**src/rtl/alu_seq_if.sv**
```systemverilog
// Operand/result bundle between the datapath controller (master) and alu_seq (slave).
interface alu_seq_if #(
  parameter int WIDTH = 16
);
  logic             start;
  logic [3:0]       Opcode;
  logic [WIDTH-1:0] A;
  logic [WIDTH-1:0] B;
  logic [WIDTH-1:0] C;
  logic [4:0]       Flags;
  logic             busy;
  logic             done;

  modport master (output start, Opcode, A, B, input C, Flags, busy, done);
  modport slave  (input start, Opcode, A, B, output C, Flags, busy, done);
endinterface

```
**src/rtl/alu_seq.sv**
```systemverilog
// Registered ALU: single-cycle logic/arith/compare/shift ops plus an optional
// iterative shift-add multiply; result and sticky flags behind start/busy/done.
module alu_seq #(
  parameter int WIDTH  = 16,
  parameter bit MUL_EN = 1'b1
) (
  input  logic       clk,
  input  logic       reset,
  alu_seq_if.slave   bus
);
  localparam int CNT_W = $clog2(WIDTH);
  localparam logic [CNT_W-1:0] CNT_LAST = CNT_W'(WIDTH - 1);

  localparam logic [0:0] ST_IDLE = 1'b0;
  localparam logic [0:0] ST_MUL  = 1'b1;

  localparam logic [3:0] OP_AND  = 4'b0001;
  localparam logic [3:0] OP_OR   = 4'b0010;
  localparam logic [3:0] OP_XOR  = 4'b0011;
  localparam logic [3:0] OP_ADD  = 4'b0101;
  localparam logic [3:0] OP_SUB  = 4'b1001;
  localparam logic [3:0] OP_CMP  = 4'b1011;
  localparam logic [3:0] OP_CMPU = 4'b1000;
  localparam logic [3:0] OP_LSH  = 4'b1100;
  localparam logic [3:0] OP_MUL  = 4'b1101;

  localparam int FL_C = 0;
  localparam int FL_L = 1;
  localparam int FL_F = 2;
  localparam int FL_Z = 3;
  localparam int FL_N = 4;

  logic [0:0]       state_q, state_d;
  logic [CNT_W-1:0] cnt_q, cnt_d;
  logic [WIDTH-1:0] prod_q, prod_d;
  logic [WIDTH-1:0] mcand_q, mcand_d;
  logic [WIDTH-1:0] mplier_q, mplier_d;
  logic [WIDTH-1:0] c_q, c_d;
  logic [4:0]       flags_q, flags_d;
  logic             done_q, done_d;

  logic [WIDTH:0]   add_sum;
  logic [WIDTH:0]   sub_diff;
  logic [WIDTH-1:0] b_neg;
  logic             add_ovf;
  logic             sub_ovf;
  logic [WIDTH-1:0] shl_res;
  logic [WIDTH-1:0] shr_res;
  logic [WIDTH-1:0] step_sum;

  assign add_sum  = {1'b0, bus.A} + {1'b0, bus.B};
  assign sub_diff = {1'b0, bus.A} - {1'b0, bus.B};
  assign b_neg    = ~bus.B + WIDTH'(1);
  assign add_ovf  = (bus.A[WIDTH-1] == bus.B[WIDTH-1]) && (add_sum[WIDTH-1] != bus.A[WIDTH-1]);
  assign sub_ovf  = (bus.A[WIDTH-1] == b_neg[WIDTH-1]) && (sub_diff[WIDTH-1] != bus.A[WIDTH-1]);
  // Shift amounts of WIDTH or more naturally yield zero; b_neg is |B| when B<0.
  assign shl_res  = bus.A << bus.B;
  assign shr_res  = bus.A >> b_neg;
  assign step_sum = prod_q + (mplier_q[0] ? mcand_q : '0);

  always_comb begin
    state_d  = state_q;
    cnt_d    = cnt_q;
    prod_d   = prod_q;
    mcand_d  = mcand_q;
    mplier_d = mplier_q;
    c_d      = c_q;
    flags_d  = flags_q;
    done_d   = 1'b0;
    if (state_q == ST_MUL) begin
      prod_d   = step_sum;
      mcand_d  = mcand_q << 1;
      mplier_d = mplier_q >> 1;
      cnt_d    = cnt_q + CNT_W'(1);
      if (cnt_q == CNT_LAST) begin
        c_d     = step_sum;
        done_d  = 1'b1;
        state_d = ST_IDLE;
        cnt_d   = '0;
      end
    end else if (bus.start) begin
      done_d = 1'b1;
      case (bus.Opcode)
        OP_AND: c_d = bus.A & bus.B;
        OP_OR:  c_d = bus.A | bus.B;
        OP_XOR: c_d = bus.A ^ bus.B;
        OP_ADD: begin
          c_d           = add_sum[WIDTH-1:0];
          flags_d[FL_C] = add_sum[WIDTH];
          flags_d[FL_F] = add_ovf;
        end
        OP_SUB: begin
          c_d           = sub_diff[WIDTH-1:0];
          flags_d[FL_C] = sub_diff[WIDTH];
          flags_d[FL_F] = sub_ovf;
        end
        OP_CMP: begin
          flags_d[FL_Z] = (bus.A == bus.B);
          flags_d[FL_N] = ($signed(bus.A) < $signed(bus.B));
          flags_d[FL_L] = sub_diff[WIDTH];
        end
        OP_CMPU: begin
          flags_d[FL_Z] = (bus.A == bus.B);
          flags_d[FL_L] = sub_diff[WIDTH];
        end
        OP_LSH: c_d = bus.B[WIDTH-1] ? shr_res : shl_res;
        OP_MUL: begin
          if (MUL_EN) begin
            done_d   = 1'b0;
            state_d  = ST_MUL;
            cnt_d    = '0;
            prod_d   = '0;
            mcand_d  = bus.A;
            mplier_d = bus.B;
          end else begin
            c_d = '0;
          end
        end
        default: c_d = '0;
      endcase
    end
  end

  always_ff @(posedge clk) begin
    if (reset) begin
      state_q  <= ST_IDLE;
      cnt_q    <= '0;
      prod_q   <= '0;
      mcand_q  <= '0;
      mplier_q <= '0;
      c_q      <= '0;
      flags_q  <= '0;
      done_q   <= 1'b0;
    end else begin
      state_q  <= state_d;
      cnt_q    <= cnt_d;
      prod_q   <= prod_d;
      mcand_q  <= mcand_d;
      mplier_q <= mplier_d;
      c_q      <= c_d;
      flags_q  <= flags_d;
      done_q   <= done_d;
    end
  end

  assign bus.C     = c_q;
  assign bus.Flags = flags_q;
  assign bus.done  = done_q;
  assign bus.busy  = (state_q == ST_MUL);
endmodule

```
**src/flat_wrapper.sv**
```systemverilog
// flat-port wrapper written by rule: the top's interface ports become plain ports
module alu_seq_flat 
#(
  parameter int WIDTH  = 16,
  parameter bit MUL_EN = 1'b1
)
  (clk, reset, bus_start, bus_Opcode, bus_A, bus_B, bus_C, bus_Flags, bus_busy, bus_done);
  alu_seq_if #(.WIDTH(WIDTH)) bus_i ();
  input  logic clk;
  input  logic reset;
  input wire logic [$bits(bus_i.start)-1:0] bus_start;
  input wire logic [$bits(bus_i.Opcode)-1:0] bus_Opcode;
  input wire logic [$bits(bus_i.A)-1:0] bus_A;
  input wire logic [$bits(bus_i.B)-1:0] bus_B;
  output wire logic [$bits(bus_i.C)-1:0] bus_C;
  output wire logic [$bits(bus_i.Flags)-1:0] bus_Flags;
  output wire logic [$bits(bus_i.busy)-1:0] bus_busy;
  output wire logic [$bits(bus_i.done)-1:0] bus_done;
  assign bus_i.start = bus_start;
  assign bus_i.Opcode = bus_Opcode;
  assign bus_i.A = bus_A;
  assign bus_i.B = bus_B;
  assign bus_C = bus_i.C;
  assign bus_Flags = bus_i.Flags;
  assign bus_busy = bus_i.busy;
  assign bus_done = bus_i.done;
  alu_seq #(.WIDTH(WIDTH), .MUL_EN(MUL_EN)) u_core (.clk(clk), .reset(reset), .bus(bus_i));
endmodule
```
**config.mk**
```make
export PLATFORM = sky130hd
export DESIGN_NAME = alu_seq_flat
export DESIGN_NICKNAME = d
export VERILOG_FILES = /design/src/rtl/alu_seq_if.sv /design/src/rtl/alu_seq.sv /design/src/flat_wrapper.sv
export SDC_FILE = /design/constraint.sdc
export NUM_CORES = 1
export LEC_CHECK = 0
export BUFFER_PORTS_ARGS = -buffer_cell sky130_fd_sc_hd__buf_2
export CORE_ASPECT_RATIO = 1.2
export CORE_MARGIN = 1.5
export CORE_UTILIZATION = 39
export DETAILED_ROUTE_END_ITERATION = 6
export MAX_ROUTING_LAYER = met4
export PLACE_DENSITY = 0.59
export SETUP_SLACK_MARGIN = 0.3
export SLEW_MARGIN = 20
export SYNTH_ARGS = -nofsm -noshare
export SYNTH_HDL_FRONTEND = slang
export SYNTH_SLANG_ARGS = --single-unit
```
**constraint.sdc**
```tcl
create_clock -name clk -period 5 [get_ports clk]
set_input_delay 0.25 -clock clk [delete_from_list [all_inputs] [get_ports clk]]
set_output_delay 0.25 -clock clk [all_outputs]
set_load 0.05 [all_outputs]
```
## After elaboration in Yosys (flattened, before gate mapping)

Cells that the tools add are included.

| word-level totals | value |
|---|---|
| flip-flop bits (word level) | 75 |
| word-level logic and storage cells | 85 |

| cells by class | value |
|---|---|
| add/subtract/negate cells | 5 |
| $lt $le $gt $ge | 1 |
| equality and inequality tests | 17 |
| shift operators | 2 |
| multiplexer cells | 29 |
| bitwise gates (word level) | 5 |
| reduce and logical (&&, ||, !) cells | 14 |

Operators with widths:

| cell | number |
|---|---|
| 16-bit two-way mux | 11 |
| 16-bit case mux with 7 select lines | 1 |
| 15-bit two-way mux | 3 |
| 4-bit equality test (second input constant) | 6 |
| 16-bit by 16-bit adder with 17-bit output | 1 |
| 16-bit by 16-bit subtractor with 17-bit output | 1 |
| 16-bit by 1-bit adder with 16-bit output (second input constant) | 1 |
| 16-bit adder | 1 |
| 16-bit AND | 1 |
| 16-bit equality test | 1 |
| 16-bit < comparator | 1 |
| 4-bit two-way mux | 4 |
| 16-bit NOT | 1 |
| 16-bit OR | 1 |
| 16-bit by 16-bit << shifter with 16-bit output | 1 |
| 16-bit by 16-bit right shift with 16-bit output | 1 |
| 16-bit bitwise XOR | 1 |
| 3-bit AND reduction | 4 |
| 4-bit by 2-bit equality test with 1-bit output (second input constant) | 2 |
| 1-bit two-way mux | 8 |
| 2-bit nonzero test | 3 |
| 4-bit by 1-bit adder with 4-bit output (second input constant) | 1 |
| 4-bit by 1-bit equality test with 1-bit output (second input constant) | 1 |
| 4-bit by 3-bit equality test with 1-bit output (second input constant) | 1 |
| 10 further kinds | 16 |

## Depth between registers and ports, before layout

Gate-level depths: netlist of run 1.

| logic depth | value |
|---|---|
| word-level depth | 7 |
| mapped depth | 15 |

## Least setup slack after synthesis of run 1

No wires, ideal clock.

| timing path | value |
|---|---|
| path type | input to register |
| from | in bus_B[0] |
| to | reg u_core.c_q[12], in the netlist u_core.bus.C[12] |
| library setup time | 0.079 ns |
| arrival time | 3.626 ns |
| required time | 4.921 ns |
| path slack | 1.294 ns |
| stages | 14 |
| cells stage by stage | clkbuf_1 buf_2 buf_2 inv_1 buf_1 ha_1 or4b_4 a211oi_2 o21ai_0 a2111oi_4 o211ai_4 nor4_4 a2111oi_1 a211oi_2 |

| on the way | value |
|---|---|
| cells in the longest elaborated chain, start to end | 7 |
| elaborated cells between the ends (all ways) | 10 |
| classes of those cells | 3 x add/sub; 2 x shift; 4 x mux; 1 x bitwise |

RTL lines:

| item | RTL line | source |
|---|---|---|
| from (decl) | flat_wrapper.sv:14 | `input wire logic [$bits(bus_i.B)-1:0] bus_B;` |
| 16-bit NOT | alu_seq.sv:53 | `assign b_neg = ~bus.B + WIDTH'(1);` |
| 16-bit by 1-bit adder with 16-bit output | alu_seq.sv:53 |  |
| 16-bit by 16-bit right shift with 16-bit output | alu_seq.sv:58 | `assign shr_res = bus.A >> b_neg;` |
| 16-bit two-way mux | alu_seq.sv:106 | `OP_LSH: c_d = bus.B[WIDTH-1] ? shr_res : shl_res;` |
| 16-bit case mux with 7 select lines (*) | alu_seq.sv:83 | `case (bus.Opcode)` |
| 16-bit two-way mux (*) | alu_seq.sv:81 | `end else if (bus.start) begin` |
| 16-bit two-way mux (*) | alu_seq.sv:70 | `if (state_q == ST_MUL) begin` |
| to (signal assigned) | alu_seq.sv:131 | `c_q <= '0;` |
| to (signal assigned) | alu_seq.sv:140 | `c_q <= c_d;` |
| to (decl) | alu_seq.sv:38 | `logic [WIDTH-1:0] c_q, c_d;` |

Mark *: on every way between the ends. The rest lies on a longest branch, timed or not. The select of a mux whose other input is x is not followed.
A chain may end at the register's enable or synchronous reset.

## Worst setup path after layout of run 1

| timing path | value |
|---|---|
| from | in bus_B[2] |
| to | reg u_core.c_q[12], in the netlist u_core.bus.C[12] |

Same word-level chain as after synthesis.

==> impl_metrics.csv, run 1 <==
group,metric,value,unit
run_status,outcome,"finished, final reports clean",
pwr,p_leak,3.61,nW
pwr,power_per_cell_area,222,nW/um^2
drt,post-route-drc-count,0,
synth,synth_area,8090,um^2
finish,diode_insertion_count_for_antenna_repair,0,
sta,max_freq,279,MHz
die,die_w,134,um
synth,synth_edf_count,0,
sta,setup_clock_skew_after_layout,0.00650,ns
sta,timing.final.setup_violations,0,
drt,routed_via_density,6.38,
min_path,timing.hold.worst.class,"in -> reg",
synth,async_reset_ff_frac,0,
finish,layout.cell_area.non_filler,8900,um^2
drt,ant_nets,0,
placed_design,final_weighted_congestion_in_routability_driven_placement,1.02,
synth,count_of_cell_types_in_the_netlist,79,
pwr,report.power.total,1.97,mW
clock_tree,cts_max_path_buffers,2,
clock_tree,numCtsBuffers,9,
sta,fin_setup_tns,0,ns
clock_tree,cts_root_buffer,"sky130_fd_sc_hd__clkbuf_16",
critical_path,crit_path_end_kind,"flip-flop",
finish,synthToLayoutAreaGrowth,10.0,%
drt,wirelength,31000,um
drt,drt_first_iter_violations,931,
pwr,ir_worst_vdd,0.000157,V
sta,worstMarginPinSlew,0.857,ns
clock_tree,post_cts.repair.setup_buffers,0,
clock_tree,htree_num_levels,3,
drt,num_vias,8689,
critical_path,cp_data_arrival_time,3.79,ns
synth,synth-seq-cells,75,
sta,layout_worst_path_cycle_share,0.717,
clock_tree,clkLatencyLatePin,0.35,ns
global_route,number_of_global_route_vias_before_repair,8330,
critical_path,crit_required,5.21,ns
placed_design,hpwl,23600,um
synth,synth_seq_area_share,0.186,
global_route,maximum_number_of_pins_on_one_net_before_global_route_repair,48,
global_route,grt_pass1_wl,48300,um
critical_path,critical_path_peak_fanout,23,
die,floorplan.core_area,20300,um^2
die,die-height,161,um
drt,post_dr_wirelength_cell,22.8,um
clock_tree,cts_repair_resize_count,0,
drt,drt_first_pass_iters,6,
global_route,globalRouteTotalUtil,0.296,
clock_tree,cts_tree,"built",
placed_design,place_area,8580,um^2
finish,share_of_post_route_cells_with_drive_strength_above_1,0.127,
clock_tree,clk_pin_slew_worst_paths,0.06,ns
die,io-pin-count,62,
global_route,antenna_violations_before_repair,0,
synth,syn_nets,1182,
sta,maxSlewHeadroom,0.414,
clock_tree,cts.sink_count,75,
clock_tree,cts-hold-fix-buffers,0,
critical_path,critical_path_class,"in -> reg",
die,initial_core_util,0.398,
placed_design,numPortBuffers,61,
sta,min_period,3.59,ns
global_route,globalRouteOverflowTotal,0,
critical_path,crit_path_start_kind,"input port",
synth,syn_avg_cell_area,7.52,um^2
synth,netlist_instances,1075,
finish,fin_util,0.438,
finish,num-nets-final,1198,
synth,ys.warnings.count,0,
synth,synth_top_flop_cell,"sky130_fd_sc_hd__dfxtp_1",
finish,number_of_fill_cells,2114,
sta,setup_repair_after_global_routing_missed_its_margin,"false",
flow_run,timing.max_cap.violations,0,
die,die-area,21600,um^2
sta,finalHoldViolations,0,
die,num_rows,57,
sta,finalMaxSlewViolations,0,
[path summary, 6_finish.rpt]
| check | from | endpoint | slack [ns] | cells after the start |
|---|---|---|---|---|
| max | bus_B[2] | u_core.bus.C[12] | 1.41 | 11 |
| min | bus_B[15] | u_core.mplier_q[15] | 0.30 | 3 |
| max reg2reg | u_core.mplier_q[0] | u_core.bus.C[14] | 1.79 | 11 |
| min reg2reg | u_core.prod_q[9] | u_core.prod_q[9] | 0.46 | 2 |
[placed cells by master, fill, tap and decap left out, types with 5 or more instances in the layout]
| cell type | netlist | routed |
|---|---|---|
| sky130_fd_sc_hd__a2111oi_0 | 17 | 17 |
| sky130_fd_sc_hd__a211oi_1 | 21 | 21 |
| sky130_fd_sc_hd__a21o_1 | 9 | 9 |
| sky130_fd_sc_hd__a21oi_1 | 82 | 81 |
| sky130_fd_sc_hd__a221oi_1 | 10 | 10 |
| sky130_fd_sc_hd__a222oi_1 | 16 | 16 |
| sky130_fd_sc_hd__a22oi_1 | 8 | 8 |
| sky130_fd_sc_hd__a311oi_1 | 7 | 7 |
| sky130_fd_sc_hd__a31oi_1 | 14 | 14 |
| sky130_fd_sc_hd__a41oi_1 | 5 | 5 |
| sky130_fd_sc_hd__and2_1 | 21 | 21 |
| sky130_fd_sc_hd__and3_1 | 5 | 5 |
| sky130_fd_sc_hd__buf_2 | 7 | 61 |
| sky130_fd_sc_hd__buf_4 | 0 | 18 |
| sky130_fd_sc_hd__clkbuf_16 | 0 | 9 |
| sky130_fd_sc_hd__dfxtp_1 | 75 | 75 |
| sky130_fd_sc_hd__ha_1 | 65 | 65 |
| sky130_fd_sc_hd__inv_1 | 48 | 48 |
| sky130_fd_sc_hd__mux2i_1 | 29 | 29 |
| sky130_fd_sc_hd__mux4_2 | 18 | 18 |
| sky130_fd_sc_hd__nand2_1 | 105 | 105 |
| sky130_fd_sc_hd__nand2b_1 | 8 | 8 |
| sky130_fd_sc_hd__nand3_1 | 21 | 21 |
| sky130_fd_sc_hd__nor2_1 | 136 | 136 |
| sky130_fd_sc_hd__nor2b_1 | 10 | 10 |
| sky130_fd_sc_hd__nor3_1 | 28 | 28 |
| sky130_fd_sc_hd__nor3b_1 | 10 | 10 |
| sky130_fd_sc_hd__nor4_1 | 14 | 14 |
| sky130_fd_sc_hd__o211ai_1 | 7 | 7 |
| sky130_fd_sc_hd__o21a_1 | 6 | 6 |
| sky130_fd_sc_hd__o21ai_0 | 50 | 50 |
| sky130_fd_sc_hd__o21bai_1 | 11 | 11 |
| sky130_fd_sc_hd__o221ai_1 | 5 | 5 |
| sky130_fd_sc_hd__o22ai_1 | 10 | 10 |
| sky130_fd_sc_hd__o31ai_1 | 10 | 10 |
| sky130_fd_sc_hd__or3_1 | 11 | 11 |
| sky130_fd_sc_hd__xnor2_1 | 19 | 19 |
| sky130_fd_sc_hd__xor2_1 | 6 | 6 |
[cells by family after synthesis]
| kind of cell | synth area share |
|---|---|
| buf+inv | 0.0582 |
| compound gates | 0.290 |
| flops | 0.186 |
| fa+ha+maj | 0.108 |
| mux | 0.0916 |
| simple gates | 0.240 |
| xor+xnor | 0.0271 |
[layer usage]
layer / vias up / GRT usage / wire length (um)
li1: 4063 / - / -
met2: 405 / 0.469 / 14500
met1: 4122 / 0.370 / 12800
met3: 99 / 0.0372 / 2020
met5: - / - / 0
met4: 0 / 0.151 / 1640
[critical path: stages]
cell and delay, ns:
sky130_fd_sc_hd__buf_2 0.38, sky130_fd_sc_hd__inv_2 0.23, sky130_fd_sc_hd__ha_1 0.48, sky130_fd_sc_hd__or2_2 0.34, sky130_fd_sc_hd__a221oi_1 0.50, sky130_fd_sc_hd__o22ai_1 0.25, sky130_fd_sc_hd__o31ai_1 0.40, sky130_fd_sc_hd__or4_1 0.18
sky130_fd_sc_hd__a2bb2oi_1 0.06, sky130_fd_sc_hd__a2111oi_1 0.56, sky130_fd_sc_hd__a211oi_2 0.14
[final cells by class]
| type | count | area [um^2] | area share |
|---|---|---|---|
| clock buffers | 13 | 270 | 0.0304 |
| inverters | 49 | 184 | 0.0207 |
| well taps | 265 | 332 | 0.0373 |
| multi-input cells | 877 | 6130 | 0.689 |
| repair buffers | 79 | 440 | 0.0495 |
| clock inverters | 3 | 43.8 | 0.00492 |
| flip-flops and latches | 75 | 1500 | 0.169 |
[Yosys cell counts (18+ instances only)]
library cell / n / area [um^2]
sky130_fd_sc_hd__a211oi_1: 21 / 158
sky130_fd_sc_hd__o21ai_0: 50 / 250
sky130_fd_sc_hd__nor2_1: 136 / 510
sky130_fd_sc_hd__nand2_1: 105 / 394
sky130_fd_sc_hd__a21oi_1: 82 / 410
sky130_fd_sc_hd__mux4_2: 18 / 405
sky130_fd_sc_hd__and2_1: 21 / 131
sky130_fd_sc_hd__xnor2_1: 19 / 166
sky130_fd_sc_hd__nor3_1: 28 / 140
sky130_fd_sc_hd__ha_1: 65 / 813
sky130_fd_sc_hd__clkbuf_1: 59 / 221
sky130_fd_sc_hd__nand3_1: 21 / 105
sky130_fd_sc_hd__dfxtp_1: 75 / 1500
sky130_fd_sc_hd__mux2i_1: 29 / 290
sky130_fd_sc_hd__inv_1: 48 / 180
[state kept, by name, summed over array words and instances, names as in the netlist]
signal,count
u_core.bus.Flags,5
u_core.prod_q,16
u_core.mcand_q,16
u_core.bus.done,1
u_core.cnt_q,4
u_core.bus.C,16
u_core.mplier_q,16
u_core.bus.busy,1
[power breakdown]
| part | switching (mW) | total [mW] | internal (mW) |
|---|---|---|---|
| combinational | 0.430 | 0.647 | 0.218 |
| sequential | 0.0127 | 0.628 | 0.616 |
| clock | 0.267 | 0.696 | 0.429 |
| total | 0.710 | 1.97 | 1.26 |
[through the flow]
stage | instances | setup WS, ns | hold WS [ns]
after floorplan | 1075 | 1.29 | 0.400
after global placement | 1345 | 1.21 | 0.446
after detailed placement | 1345 | 1.17 | 0.453
after CTS | 1361 | 1.51 | 0.292
after global routing | 1361 | 1.18 | 0.320
final | 1361 | 1.41 | 0.298
Power figures use the tool's default switching activity.
==> inputs of run 2 (changes only) <==
--- a/config.mk
+++ b/config.mk
@@ -11,7 +11,7 @@
 export CORE_UTILIZATION = 39
 export DETAILED_ROUTE_END_ITERATION = 6
 export MAX_ROUTING_LAYER = met4
-export PLACE_DENSITY = 0.59
+export PLACE_DENSITY = 0.61
 export SETUP_SLACK_MARGIN = 0.3
 export SLEW_MARGIN = 20
 export SYNTH_ARGS = -nofsm -noshare
==> constraint.sdc (replaced) <==
create_clock -name clk -period 3.2 [get_ports clk]
set_input_delay 0.16 -clock clk [delete_from_list [all_inputs] [get_ports clk]]
set_output_delay 0.16 -clock clk [all_outputs]
set_load 0.05 [all_outputs]
==> run 2 against run 1 <==
Net effect:
- the run now ends with DRC left
- worst setup slack worse by 0.99 ns
- wire length up 0.45%
- non-clock buffer count up 58
- utilization is 2.6 points higher
- global-route usage fell by 0.24 points
- clock skew fell by 0.00060 ns
- register-to-register slack lost 1.4 ns
- flip-flop and latch count is the same
- first-iteration DRC count decreased by 2.9%
- final area up 5.9%
- critical path depth fell by 1
- sequential power up 56%
- highest routed layer unchanged
==> impl_metrics.csv, run 2 (synthesized netlist as in run 1, its figures left out) <==
group,metric,value,unit
run_status,outcome,"finished, violations left",
run_status,violations_in_the_final_reports,"DRC",
finish,mostFrequentLayoutCells,"136 x sky130_fd_sc_hd__nor2_1, 105 x sky130_fd_sc_hd__nand2_1, 80 x sky130_fd_sc_hd__a21oi_1, 75 x sky130_fd_sc_hd__buf_4, 75 x sky130_fd_sc_hd__dfxtp_1",
clock_tree,htree_num_levels,3,
die,die-area,21600,um^2
critical_path,critical_path_peak_fanout,4,
sta,worstMarginPinSlew,0.913,ns
clock_tree,clk_pin_slew_worst_paths,0.06,ns
critical_path,crit_path_start_kind,"flip-flop",
critical_path,cp_data_arrival_time,3.05,ns
finish,synthToLayoutAreaGrowth,16.5,%
die,die_w,134,um
drt,ant_nets,0,
drt,drt_first_pass_iters,7,
drt,routed_via_density,6.31,
placed_design,numPortBuffers,61,
finish,diode_insertion_count_for_antenna_repair,0,
critical_path,critical_path_start,"u_core.mplier_q[0]",
critical_path,worstRegToRegCells,10,
placed_design,dp.cells,1397,
global_route,globalRouteOverflowTotal,0,
placed_design,hpwl,24000,um
sta,timing.final.setup_violations,0,
sta,max_freq,360,MHz
clock_tree,clkLatencyLatePin,0.35,ns
min_path,worstHoldPathCells,3,
pwr,power_per_cell_area,329,nW/um^2
critical_path,crit_required,3.47,ns
global_route,grt_pass1_wl,47700,um
drt,post_dr_wirelength_cell,22.0,um
die,floorplan.core_area,20300,um^2
finish,num-nets-final,1256,
sta,finalHoldViolations,0,
clock_tree,numCtsBuffers,9,
global_route,number_of_global_route_vias_before_repair,8378,
critical_path,crit_path_end_kind,"flip-flop",
die,io-pin-count,62,
pwr,p_leak,3.87,nW
placed_design,final_weighted_congestion_in_routability_driven_placement,1.05,
min_path,timing.hold.worst.class,"in -> reg",
sta,setup_repair_after_global_routing_missed_its_margin,"true",
finish,share_of_post_route_cells_with_drive_strength_above_1,0.186,
sta,fin_setup_tns,0,ns
pwr,ir_worst_vdd,0.000260,V
sta,setup_clock_skew_after_layout,0.00591,ns
global_route,globalRouteTotalUtil,0.294,
die,num_rows,57,
clock_tree,cts.sink_count,75,
die,die-height,161,um
clock_tree,cts-hold-fix-buffers,0,
clock_tree,cts_root_buffer,"sky130_fd_sc_hd__clkbuf_16",
critical_path,r2r-start,"u_core.mplier_q[0]",
flow_run,timing.max_cap.violations,0,
clock_tree,cts_max_path_buffers,2,
drt,wirelength,31200,um
die,initial_core_util,0.398,
min_path,start_point_of_the_worst_hold_path,"bus_A[0]",
finish,layoutNonFillerInstCount,1418,
sta,finalMaxSlewViolations,0,
drt,drt_first_iter_violations,904,
clock_tree,cts_tree,"built",
global_route,antenna_violations_before_repair,0,
sta,min_period,2.78,ns
sta,layout_worst_path_cycle_share,0.868,
drt,num_vias,8944,
global_route,maximum_number_of_pins_on_one_net_before_global_route_repair,48,
drt,post-route-drc-count,2,
sta,maxSlewHeadroom,0.391,
critical_path,critical_path_class,"reg -> reg",
finish,most_common_cell_after_layout_fill_and_taps_aside,"sky130_fd_sc_hd__nor2_1",
[run 2: routing by layer]
metal  share of wire  GRT usage
met3           0.062     0.0417
met5               0          -
met2            0.46      0.464
met1            0.42      0.362
met4           0.058      0.158
[run 2: worst paths after layout]
kind	endpoint	slack (ns)
setup / recovery	u_core.bus.C[12]	0.42
hold / removal	u_core.mcand_q[0]	0.17
setup reg to reg	u_core.bus.C[12]	0.42
hold reg to reg	u_core.prod_q[0]	0.46
[run 2: metrics by stage]
stage / utilization / hold slack (ns) / instance area, um^2 / worst slack (ns) / power [mW]
after floorplan: - / 0.310 / 8170 / 0.302 / 1.69
after global placement: 0.444 / 0.448 / 9030 / 0.151 / 2.06
after detailed placement: 0.444 / 0.452 / 9030 / 0.147 / 2.06
after CTS: 0.459 / 0.163 / 9320 / 0.304 / 3.09
after global routing: 0.464 / 0.200 / 9420 / 0.252 / 3.25
final: 0.464 / 0.172 / 9420 / 0.422 / 3.10
[run 2: cell type report]
type | count | area, um^2
clock buffers | 9 | 225
clock inverters | 6 | 66.3
fillers | 2050 | 10900
inverters | 49 | 186
multi-input cells | 877 | 6230
flip-flops and latches | 75 | 1500
well taps | 265 | 332
repair buffers | 137 | 880
[run 2: critical path, stage by stage, from the launching register on]
cell	delay, ns
sky130_fd_sc_hd__dfxtp_1	0.34
sky130_fd_sc_hd__and2_1	0.15
sky130_fd_sc_hd__ha_1	0.24
sky130_fd_sc_hd__fa_2	0.36
sky130_fd_sc_hd__a21o_1	0.20
sky130_fd_sc_hd__a22oi_2	0.27
sky130_fd_sc_hd__o211ai_1	0.19
sky130_fd_sc_hd__o41ai_1	0.36
sky130_fd_sc_hd__xnor2_1	0.23
sky130_fd_sc_hd__nand2_1	0.16
sky130_fd_sc_hd__a211oi_2	0.20
[run 2: where the power goes]
group          switching (mW)  leakage (nW)  internal, mW  total, mW
logic                   0.697          3.12         0.399       1.10
registers              0.0167         0.608         0.962      0.979
clock network           0.425         0.134         0.600       1.02
total                    1.14          3.87          1.96       3.10
[run 2: what timing repair did]
item,4_1_cts,5_1_grt
gates resized for setup,1,11
endpoints found under the setup margin,2,7
pin swaps,0,11
setup buffers,0,6
